[src/rtl/rx32_lsu_pkg.sv]
// Shared definitions for the RV32I load/store unit: funct3 width codes,
// FSM state encoding and the legality check for a request.
package rx32_lsu_pkg;

  localparam logic [2:0] F3_B  = 3'b000;
  localparam logic [2:0] F3_H  = 3'b001;
  localparam logic [2:0] F3_W  = 3'b010;
  localparam logic [2:0] F3_BU = 3'b100;
  localparam logic [2:0] F3_HU = 3'b101;

  typedef enum logic [1:0] {IDLE, READ, WRITE, RESP} lsu_state_t;

  // Unsigned widths exist only for loads; stores accept B/H/W.
  function automatic logic is_legal(input logic we, input logic [2:0] funct3);
    case (funct3)
      F3_B, F3_H, F3_W: is_legal = 1'b1;
      F3_BU, F3_HU:     is_legal = !we;
      default:          is_legal = 1'b0;
    endcase
  endfunction

endpackage

[src/rtl/lsu_lane_align.sv]
// Combinational lane logic: extracts and extends a byte/halfword for loads,
// and merges store data into the old word for sub-word stores.
module lsu_lane_align
  import rx32_lsu_pkg::*;
(
  input  logic [2:0]  funct3,
  input  logic [1:0]  lane,
  input  logic [31:0] old_word,
  input  logic [31:0] new_data,
  output logic [31:0] load_data,
  output logic [31:0] store_word
);

  logic [7:0]  byte_sel;
  logic [15:0] half_sel;

  always_comb begin
    byte_sel = old_word[{lane, 3'b000} +: 8];
    half_sel = lane[1] ? old_word[31:16] : old_word[15:0];

    case (funct3)
      F3_B:    load_data = {{24{byte_sel[7]}}, byte_sel};
      F3_BU:   load_data = {24'h0, byte_sel};
      F3_H:    load_data = {{16{half_sel[15]}}, half_sel};
      F3_HU:   load_data = {16'h0, half_sel};
      default: load_data = old_word;
    endcase

    // Untouched lanes keep the word just read from memory.
    store_word = old_word;
    case (funct3)
      F3_B:    store_word[{lane, 3'b000} +: 8] = new_data[7:0];
      F3_H:    store_word[{lane[1], 4'b0000} +: 16] = new_data[15:0];
      default: store_word = new_data;
    endcase
  end

endmodule

[src/rtl/load_store_unit.sv]
// RV32I load/store unit in front of a word-wide data memory; sub-word stores
// use read-modify-write. Define LSU_ALIGN_CHECK_EN to reject misaligned accesses.
module load_store_unit
  import rx32_lsu_pkg::*;
#(
  parameter int ADDR_W              = 32,
  parameter bit RESP_ERR_ON_ILLEGAL = 1'b1
) (
  input  logic              clk,
  input  logic              reset,
  input  logic              req_valid,
  output logic              req_ready,
  input  logic              req_we,
  input  logic [2:0]        req_funct3,
  input  logic [ADDR_W-1:0] req_addr,
  input  logic [31:0]       req_wdata,
  output logic              resp_valid,
  output logic [31:0]       resp_rdata,
  output logic              resp_err,
  output logic              resp_misaligned,
  output logic              mem_we,
  output logic [ADDR_W-1:0] mem_addr,
  output logic [31:0]       mem_wdata,
  input  logic [31:0]       mem_rdata
);

  lsu_state_t        state, state_next;
  logic              we_q, err_q, mis_q;
  logic [2:0]        f3_q;
  logic [ADDR_W-1:0] addr_q;
  logic [31:0]       wdata_q, data_q;

  logic        accept, legal, bad_f3, mis_in;
  logic [2:0]  f3_eff;
  logic [31:0] load_data, store_word;

  assign accept = req_valid && (state == IDLE);
  assign legal  = is_legal(req_we, req_funct3);
  assign bad_f3 = !legal && RESP_ERR_ON_ILLEGAL;
  // Illegal codes that are not reported fall back to a full word access.
  assign f3_eff = legal ? req_funct3 : F3_W;

`ifdef LSU_ALIGN_CHECK_EN
  always_comb begin
    case (f3_eff)
      F3_H, F3_HU: mis_in = req_addr[0];
      F3_W:        mis_in = |req_addr[1:0];
      default:     mis_in = 1'b0;
    endcase
  end
`else
  assign mis_in = 1'b0;
`endif

  lsu_lane_align u_align (
    .funct3     (f3_q),
    .lane       (addr_q[1:0]),
    .old_word   (mem_rdata),
    .new_data   (wdata_q),
    .load_data  (load_data),
    .store_word (store_word)
  );

  always_ff @(posedge clk or posedge reset) begin
    if (reset) state <= IDLE;
    else       state <= state_next;
  end

  // data_q holds the SW data from accept, or the loaded/merged word after READ.
  always_ff @(posedge clk or posedge reset) begin
    if (reset) begin
      we_q    <= 1'b0;
      err_q   <= 1'b0;
      mis_q   <= 1'b0;
      f3_q    <= F3_W;
      addr_q  <= '0;
      wdata_q <= '0;
      data_q  <= '0;
    end else if (accept) begin
      we_q    <= req_we;
      err_q   <= bad_f3;
      mis_q   <= mis_in;
      f3_q    <= f3_eff;
      addr_q  <= req_addr;
      wdata_q <= req_wdata;
      data_q  <= req_wdata;
    end else if (state == READ) begin
      data_q  <= we_q ? store_word : load_data;
    end
  end

  always_comb begin
    state_next      = state;
    req_ready       = 1'b0;
    resp_valid      = 1'b0;
    resp_rdata      = '0;
    resp_err        = 1'b0;
    resp_misaligned = 1'b0;
    mem_we          = 1'b0;
    mem_addr        = '0;
    mem_wdata       = '0;
    case (state)
      IDLE: begin
        req_ready = 1'b1;
        if (req_valid) begin
          if (bad_f3 || mis_in)           state_next = RESP;
          else if (req_we && f3_eff == F3_W) state_next = WRITE;
          else                            state_next = READ;
        end
      end
      READ: begin
        mem_addr   = {addr_q[ADDR_W-1:2], 2'b00};
        state_next = we_q ? WRITE : RESP;
      end
      WRITE: begin
        mem_we     = 1'b1;
        mem_addr   = {addr_q[ADDR_W-1:2], 2'b00};
        mem_wdata  = data_q;
        state_next = RESP;
      end
      RESP: begin
        resp_valid      = 1'b1;
        resp_err        = err_q;
        resp_misaligned = mis_q;
        if (!we_q && !err_q && !mis_q) resp_rdata = data_q;
        state_next      = IDLE;
      end
      default: state_next = IDLE;
    endcase
  end

endmodule

[config.mk]
export PLATFORM = sky130hd
export DESIGN_NAME = load_store_unit
export DESIGN_NICKNAME = d
export VERILOG_FILES = /design/src/rtl/rx32_lsu_pkg.sv /design/src/rtl/lsu_lane_align.sv /design/src/rtl/load_store_unit.sv
export SDC_FILE = /design/constraint.sdc
export NUM_CORES = 1
export LEC_CHECK = 0
export CAP_MARGIN = 0
export CORE_UTILIZATION = 30
export CTS_CLUSTER_SIZE = 14
export DETAILED_ROUTE_END_ITERATION = 7
export PLACE_DENSITY = 0.63
export SLEW_MARGIN = 10
export SYNTH_ARGS = -nofsm -noshare
export SYNTH_HDL_FRONTEND = slang
export SYNTH_SLANG_ARGS = --single-unit
[constraint.sdc]
create_clock -name clk -period 9.9 [get_ports clk]
set_input_delay 1.98 -clock clk [delete_from_list [all_inputs] [get_ports clk]]
set_output_delay 1.98 -clock clk [all_outputs]
set_load 0.02 [all_outputs]
Yosys cells after proc, flatten, opt, wreduce, memory -nomap -nowiden

Index checks and enable logic that the tools add are counted.

Bits in registers: 103
Output and inout port bits: 101

Eq/ne operators: 12
Mux-type cells: 23
Shift operators: 5
Add/subtract/negate cells: 2
Reduce and logical (&&, ||, !) cells: 14

Operator list:

| cell                                                                    | number |
|---|---|
| 32-bit two-way mux                                                      | 7 |
| 32-bit case mux with 4 select lines                                     | 1 |
| 32-bit bitwise mux                                                      | 2 |
| 32-bit case mux with 2 select lines                                     | 1 |
| 16-bit by 7-bit variable shift with 32-bit output, first input constant | 1 |
| 8-bit by 7-bit variable shift with 32-bit output, first input constant  | 1 |
| 16-bit by 7-bit variable part select with 32-bit output                 | 1 |
| 32-bit by 6-bit variable part select with 8-bit output                  | 1 |
| 8-bit by 7-bit variable part select with 32-bit output                  | 1 |
| 16-bit two-way mux                                                      | 1 |
| 5-bit negator with 7-bit output                                         | 2 |
| 3-bit == test, second input constant                                    | 4 |
| 2-bit case mux with 4 select lines                                      | 1 |
| 3-bit by 1-bit == test with 1-bit output, second input constant         | 2 |
| 3-bit by 2-bit == test with 1-bit output, second input constant         | 2 |
| 3-bit zero test                                                         | 2 |
| 2-bit two-way mux                                                       | 3 |
| 1-bit two-way mux                                                       | 5 |
| 2-bit == test, second input constant                                    | 2 |
| 1-bit zero test                                                         | 4 |
| 2-bit OR reduction                                                      | 2 |
| 1-bit logical AND                                                       | 3 |
| 3-bit two-way mux                                                       | 1 |
| 3-bit OR reduction                                                      | 1 |
| other kinds (5)                                                         | 5 |

Longest topological paths before layout

Depth after elaboration: 10
Depth in mapped cells: 9
Mapped depth without buffers: 7

By module

From an unflattened synthesis, not the netlist that was laid out.

Cells, all modules: 852
Area, all modules: 7078.0 sq um

Modules (own cells, without submodules):

| module          | seq. area each (sq um) | cells an instance | area each (sq um) | instances |
|---|---|---|---|---|
| load_store_unit | 2578.7                 | 562               | 5320.1            | 1 |
| lsu_lane_align  | 0.0                    | 290               | 1757.9            | 1 |

Worst setup path before layout

OpenSTA, ideal clock, no wires.

Path kind: reg-to-output
Start point: register state[0]
End point: output port resp_rdata[10]
Data required time: 7.920 ns
Path slack: 6.420 ns
Stages on the path, launching flop included: 5
Arrival time: 1.500 ns
Cells stage by stage: dfrtp_1 -> ha_1 -> nor3b_1 -> clkbuf_1 -> and2_1

Word-level cells in the longest chain between the ends: 2

Ends and longest elaborated chain:

| element                | line                   | text |
|---|---|---|
| start, declared        | load_store_unit.sv:27  | `lsu_state_t state, state_next;` |
| start signal, assigned | load_store_unit.sv:66  | `else state <= state_next;` |
| 2-bit == test          | load_store_unit.sv:102 | `case (state)` |
| 32-bit two-way mux     | load_store_unit.sv:102 |  |
| end, declared          | load_store_unit.sv:18  | `output logic [31:0] resp_rdata,` |

Every way passes these cells.

Final worst setup path

Start point: register we_q
End point: output port resp_rdata[3]

Word-level cells in the longest chain between the ends: 4

Ends and longest elaborated chain:

| element                | line                   | text |
|---|---|---|
| start, declared        | load_store_unit.sv:28  | `logic we_q, err_q, mis_q;` |
| start signal, assigned | load_store_unit.sv:80  | `we_q <= req_we;` |
| 1-bit zero test        | load_store_unit.sv:125 | `if (!we_q && !err_q && !mis_q) resp_rdata = data_q;` |
| 1-bit logical AND      | load_store_unit.sv:125 |  |
| 32-bit two-way mux     | load_store_unit.sv:125 |  |
| 32-bit two-way mux     | load_store_unit.sv:102 |  |

Every way passes these cells.

==> impl_results.md <==
* WHS Path Cells at 2
* TritonRoute pass-1 iters at 5
* Worst R2R Path Depth at 7
* Post-synthesis simple-gate area fraction at 32.2%
* Final period util at 46.4%
* Core footprint at 22100 um^2
* Row Count at 54
* HP Class: flop to flop
* Post-Route Setup TNS at 0 ns
* Compound-Gate Fraction of Synth Area at 18.8%
* Min Hold Slack at 0.467 ns
* Global route total overflow at 0
* Vias in the first global route at 6692
* Top Usage Layer GRT: met2
* Post-CTS Setup Bufs at 0
* Worst-case clock buffer depth at 2
* Fill count at 2230
* Antenna Nets Post-Route at 0
* Clock power share at 11.5%
* Vias per cell at 5.32
* Max Cap Violations at 0
* I/O Buffers at 200
* Initial Util at 30.9%
* H-tree depth at 3
* Nets at 1115
* Min-Delay Endpoint: addr_q[6]
* Reg area at 2580 um^2
* Area leader, netlist: dfrtp_1
* WL final at 24.2 mm
* Global-route track usage on met2 at 32.9%
* Die height at 153 um
* Leakage at 3.95 nW
* RSZ-0062 raised after global routing: no
* Vias at 6849
* Layout cells sized above 1 at 5.56%
* Footprint of the multi-input gates at 3910 um^2
* DP Wirelength at 17.1 mm
* Utilization after layout at 41.9%
* Final Hold Fails at 0
* Syn avg cell area at 8.10 um^2
* Dominant cell by count in the synthesized netlist: nand2_1
* Async S/R FF share, synth at 100%
* Cells after Synth at 843
* Die Wd at 153 um
* Worst setup EP type: output port
* Worst EP arrival at 2.61 ns
* Slew Limit Fails at 0
* Synthesized cell area at 6830 um^2
* VDD IR-drop max at 0.000119 V
* Max Clock Freq at 0.218 GHz
* Synth area leaders: dfrtp_1 (37%), nand2_1 (13%), and2_1 (9.1%)
* All-layer global routing usage at 20.8%
* Grt met3 use at 4.56%
* Die area at 23400 um^2
* Actual slew at the worst max-slew pin at 1.03 ns
* 1st-iter DRT viols at 528
* Slew headroom at 30.5%
* Post-synth top area share at 37.4%
* Status: finished, final reports clean
* Seq/Total Area, Yosys at 37.8%
* I/O pins at 204
* Worst r2r dst: data_q[24]
* CP Data Required Time at 7.92 ns
* Final Instance Area at 9260 um^2
* Final setup vio count at 0
* Internal Power at 1.60 mW
* Number of synthesized flops with an enable pin at 0
* First-pass GRT wire length at 37.9 mm
* Main combinational cell family by area after synthesis: simple AND/OR/NAND/NOR gates
* Crit Path Max Fanout at 28
* Worst r2r src: addr_q[1]
* Period minus WS final at 4.59 ns
* WL/cell at 18.8 um
* Largest net degree at the start of global routing at 86
* Comb power frac at 60.2%
* Ys Warns at 0
* # clock sinks at 103
* Root Buffer: clkbuf_16
* Worst hold start: addr_q[6]
* Placed Cells at 1272
* Final Skew at 0.00689 ns
* Worst-path clk slew at 0.07 ns
* Switching part of the total at 47.2%
* Critical path startpoint category: flop
* Post-CTS Hold Buffers at 0
* Clock buffer count from CTS at 9
* Reg power frac at 28.3%
* Area after DPL at 8970 um^2
* Main synth FF type: dfrtp_1
* Switching power at 1.43 mW
* Commonest cells post-synth: nand2_1 (243), dfrtp_1 (102), and2_1 (99)
* Gpl congestion at 0.878
* R2R Setup Slk at 7.04 ns
* PwrDens at 327 nW/um^2
* Mux cell area share after synthesis at 4.23%
* Worst-Skew Late Latency at 0.36 ns
* Synth Register Bits at 103
* Residual DRC count at 0
* WS Path Type: flop to output port
* Adder-cell share of the synthesized area at 1.65%
* # diodes at 0
* Post-cts sizing count at 0
* Yosys cell types at 68
* Post-Synth XOR/XNOR Area at 0%
* Non-filler cells, final at 1288
* Met1 GRT Util at 27.3%
* CTS tree: done
* Initial antenna violation count at 0
* Area grow syn2layout at 35.7%
## flip-flops by register name (all words and copies together), names as in the netlist
name	flops
addr_q	32
data_q	32
err_q	1
f3_q	3
state	2
wdata_q	32
we_q	1
## worst max-delay path, cell delays in order, from the launching register on
cell	delay [ns]
dfrtp_1	0.58
nor3b_2	0.50
buf_4	0.39
and2_1	0.18
clkdlybuf4s50_1	0.60
## power groups by stage
| stage | sequential, mW | combinational, mW | clock (mW) |
|---|---|---|---|
| 2_1_floorplan | 0.734 | 1.26 | 0 |
| 3_3_place_gp | 0.852 | 1.80 | 0 |
| 3_5_place_dp | 0.857 | 1.81 | 0 |
| 4_1_cts | 0.853 | 1.82 | 0.361 |
| 5_1_grt | 0.885 | 1.99 | 0.377 |
| 6_report | 0.857 | 1.82 | 0.348 |
## metrics by stage
stage          power (mW)  setup WS (ns)
2_1_floorplan        2.00           5.22
3_3_place_gp         2.65           5.49
3_5_place_dp         2.67           5.46
4_1_cts              3.04           5.28
5_1_grt              3.25           5.16
6_report             3.03           5.31
## kinds of logic (layout without fill, tap and decap cells)
family / Yosys count / after routing
simple gates: 451 / 451
compound gates: 176 / 176
flops: 103 / 103
buf+inv: 77 / 240
mux: 26 / 26
fa+ha+maj: 9 / 9
other cells: 1 / 3
## layout make-up
class / instances / area share (%)
multi-input combinational: 665 / 42.2
sequential: 103 / 27.8
timing repair buffer: 211 / 22.5
tap: 280 / 3.78
clock buffer: 11 / 2.62
inverter: 13 / 0.554
clock inverter: 5 / 0.459
## metal layers
metal  vias to the layer above  wire (um)
met2                       346      10900
li1                       3245          -
met1                      3205      10300
met3                        53       2100
met4                         0        796
met5                         -          0
## how the worst max path moves through the flow
stage | from | end | slack [ns] | depth (start not counted)
after CTS | state[0] | mem_wdata[23] | 5.28 | 5
after detailed placement | req_valid | data_q[25] | 5.46 | 7
after global routing | state[0] | resp_rdata[4] | 5.16 | 5
after floorplan | reset | addr_q[0] | 5.22 | 1
final | we_q | resp_rdata[3] | 5.31 | 4
after global placement | req_valid | data_q[25] | 5.49 | 7
## cell usage in the layout, fill, tap and decap left out, types with 8 or more instances in the layout
cell type and instances:
a21oi_1 31, a221oi_1 13, a22o_1 13, a22oi_1 10
a31oi_1 10, and2_1 98, buf_4 11, clkbuf_16 9
clkdlybuf4s50_1 200, dfrtp_1 102, ha_1 9, inv_1 11
mux2_2 9, mux2i_1 15, nand2_1 242, nand2b_1 8
nand4_1 13, nand4b_1 11, nor2_1 24, nor2b_1 12
o21ai_0 27, o22ai_1 12, o32a_1 8
Note: power is estimated with default switching activity, not from simulation.
==> variant: new RTL, same settings <==
Make the reset (`reset`) synchronous in 2 clocked blocks.
--- a/src/rtl/load_store_unit.sv
+++ b/src/rtl/load_store_unit.sv
@@ -61,13 +61,13 @@
     .store_word (store_word)
   );
 
-  always_ff @(posedge clk or posedge reset) begin
+  always_ff @(posedge clk) begin
     if (reset) state <= IDLE;
     else       state <= state_next;
   end
 
   // data_q holds the SW data from accept, or the loaded/merged word after READ.
-  always_ff @(posedge clk or posedge reset) begin
+  always_ff @(posedge clk) begin
     if (reset) begin
       we_q    <= 1'b0;
       err_q   <= 1'b0;
Formal check against the unedited RTL: differs if reset is asserted again (counterexample within 4 cycles, from zero or initial values and one cycle with reset high); with reset held inactive, the same outputs for 10 cycles.
==> variant against the unedited design <==
The flow now finishes with violations (design-rule violations). Wire length is 1.4% higher. Die area down 1.0%. Sequential cell count is the same. Via count is 4.4% higher. Maximum frequency up 2.0%. Combinational power fell by 41%. Count of clock-buffer cells in the layout grew 1. Final area decreased by 2.1%. First-iteration DRC count grew 3.0%. Total power down 31%. Setup slack gained 0.091 ns. Area after synthesis down 1.0%. Largest power group unchanged.
==> variant: results (changes against the unedited design) <==
Parameter                              Value

Yosys
  Main area contributors after synthesis    sky130_fd_sc_hd__dfxtp_1 (31%), sky130_fd_sc_hd__and2_1 (11%), sky130_fd_sc_hd__nand2_1 (8.7%)
  Sequential-to-total area share from yosys stat    30.5% (-7.3 points)
  Commonest cells in the synthesized netlist    sky130_fd_sc_hd__nand2_1 (157), sky130_fd_sc_hd__and2_1 (115), sky130_fd_sc_hd__dfxtp_1 (103)
  Async set or reset register ratio after synthesis    0% (-100 points)

Outcome
  Violated checks    design-rule violations
  Run status    finished with violations

Setup path
  Beginning of the critical path    state[0]$_SDFFE_PP0P_
  Worst R2R Start    state[0]$_SDFFE_PP0P_

Route
  Total routed wirelength    24,500 µm (+1.4%)
  Remaining design rule violation count    28 (+28)
  Pre-Repair DR Iteration Count    8 (+3)

Min path
  Startpoint of the lowest-slack hold path    addr_q[28]$_SDFFE_PP0P_
  Worst-case hold path end point    addr_q[28]$_SDFFE_PP0P_

Global route
  M2 GR Usage    33.8% (+0.88 points)
  Wire length of the first global-routing pass    38,300 µm (+0.85%)
  Vias in the first global route    6,754 (+0.93%)
  Total global-route track usage    20.8% (+0.055 points)
  Met3 Use GR    4.93% (+0.37 points)
  Met1 capacity usage during global routing    26.8% (-0.54 points)

Placement
  Post-Place Setup Slack    5.03 ns (-0.426 ns)
  Weighted congestion reported at the end of routability-driven placement    0.869 (-1.0%)
  Cell Count Post-Placement    1,295 (+1.8%)
  Detail Placement HPWL    16,900 µm (-0.90%)
  DP Area    8770 µm² (-2.2%)

Final layout
  Share of post-route cells with drive strength above 1    6.40% (+0.85 points)
  Final net count    1,138 (+2.1%)
  Fillers    2,251 (+0.94%)

Power
  Combinational group share of total power    51.0% (-9.2 points)
  Switching share of power    45.5% (-1.8 points)
  Static leakage power    3.17 nW (-20%)

Timing
  Tightest hold margin    0.451 ns (-0.0155 ns)
  Worst max-slew margin expressed relative to the limit    33.8% (+3.3 points)
-- variant: cell types whose count changed in the layout (fill, tap and decap cells not counted), moves of 13 or more --
cell	change
sky130_fd_sc_hd__dfxtp_1	+103
sky130_fd_sc_hd__dfrtp_1	-102
sky130_fd_sc_hd__o221ai_1	+24
sky130_fd_sc_hd__nand2_1	-86
sky130_fd_sc_hd__a21oi_1	+45
sky130_fd_sc_hd__and2_1	+17
sky130_fd_sc_hd__mux2i_1	-13
sky130_fd_sc_hd__inv_1	+25
-- variant: cell type report --
class | instances | area share, %
multi-input combinational | 666 | 45.8
timing repair buffer | 210 | 22.9
sequential | 103 | 22.7
tap | 280 | 3.86
clock buffer | 12 | 2.83
inverter | 36 | 1.49
clock inverter | 4 | 0.414
-- variant: layer usage --
metal	vias up	share of wire [%]
met4	0	3.2
met5	-	0
met1	3330	43
met2	319	45
li1	3451	-
met3	49	8.4
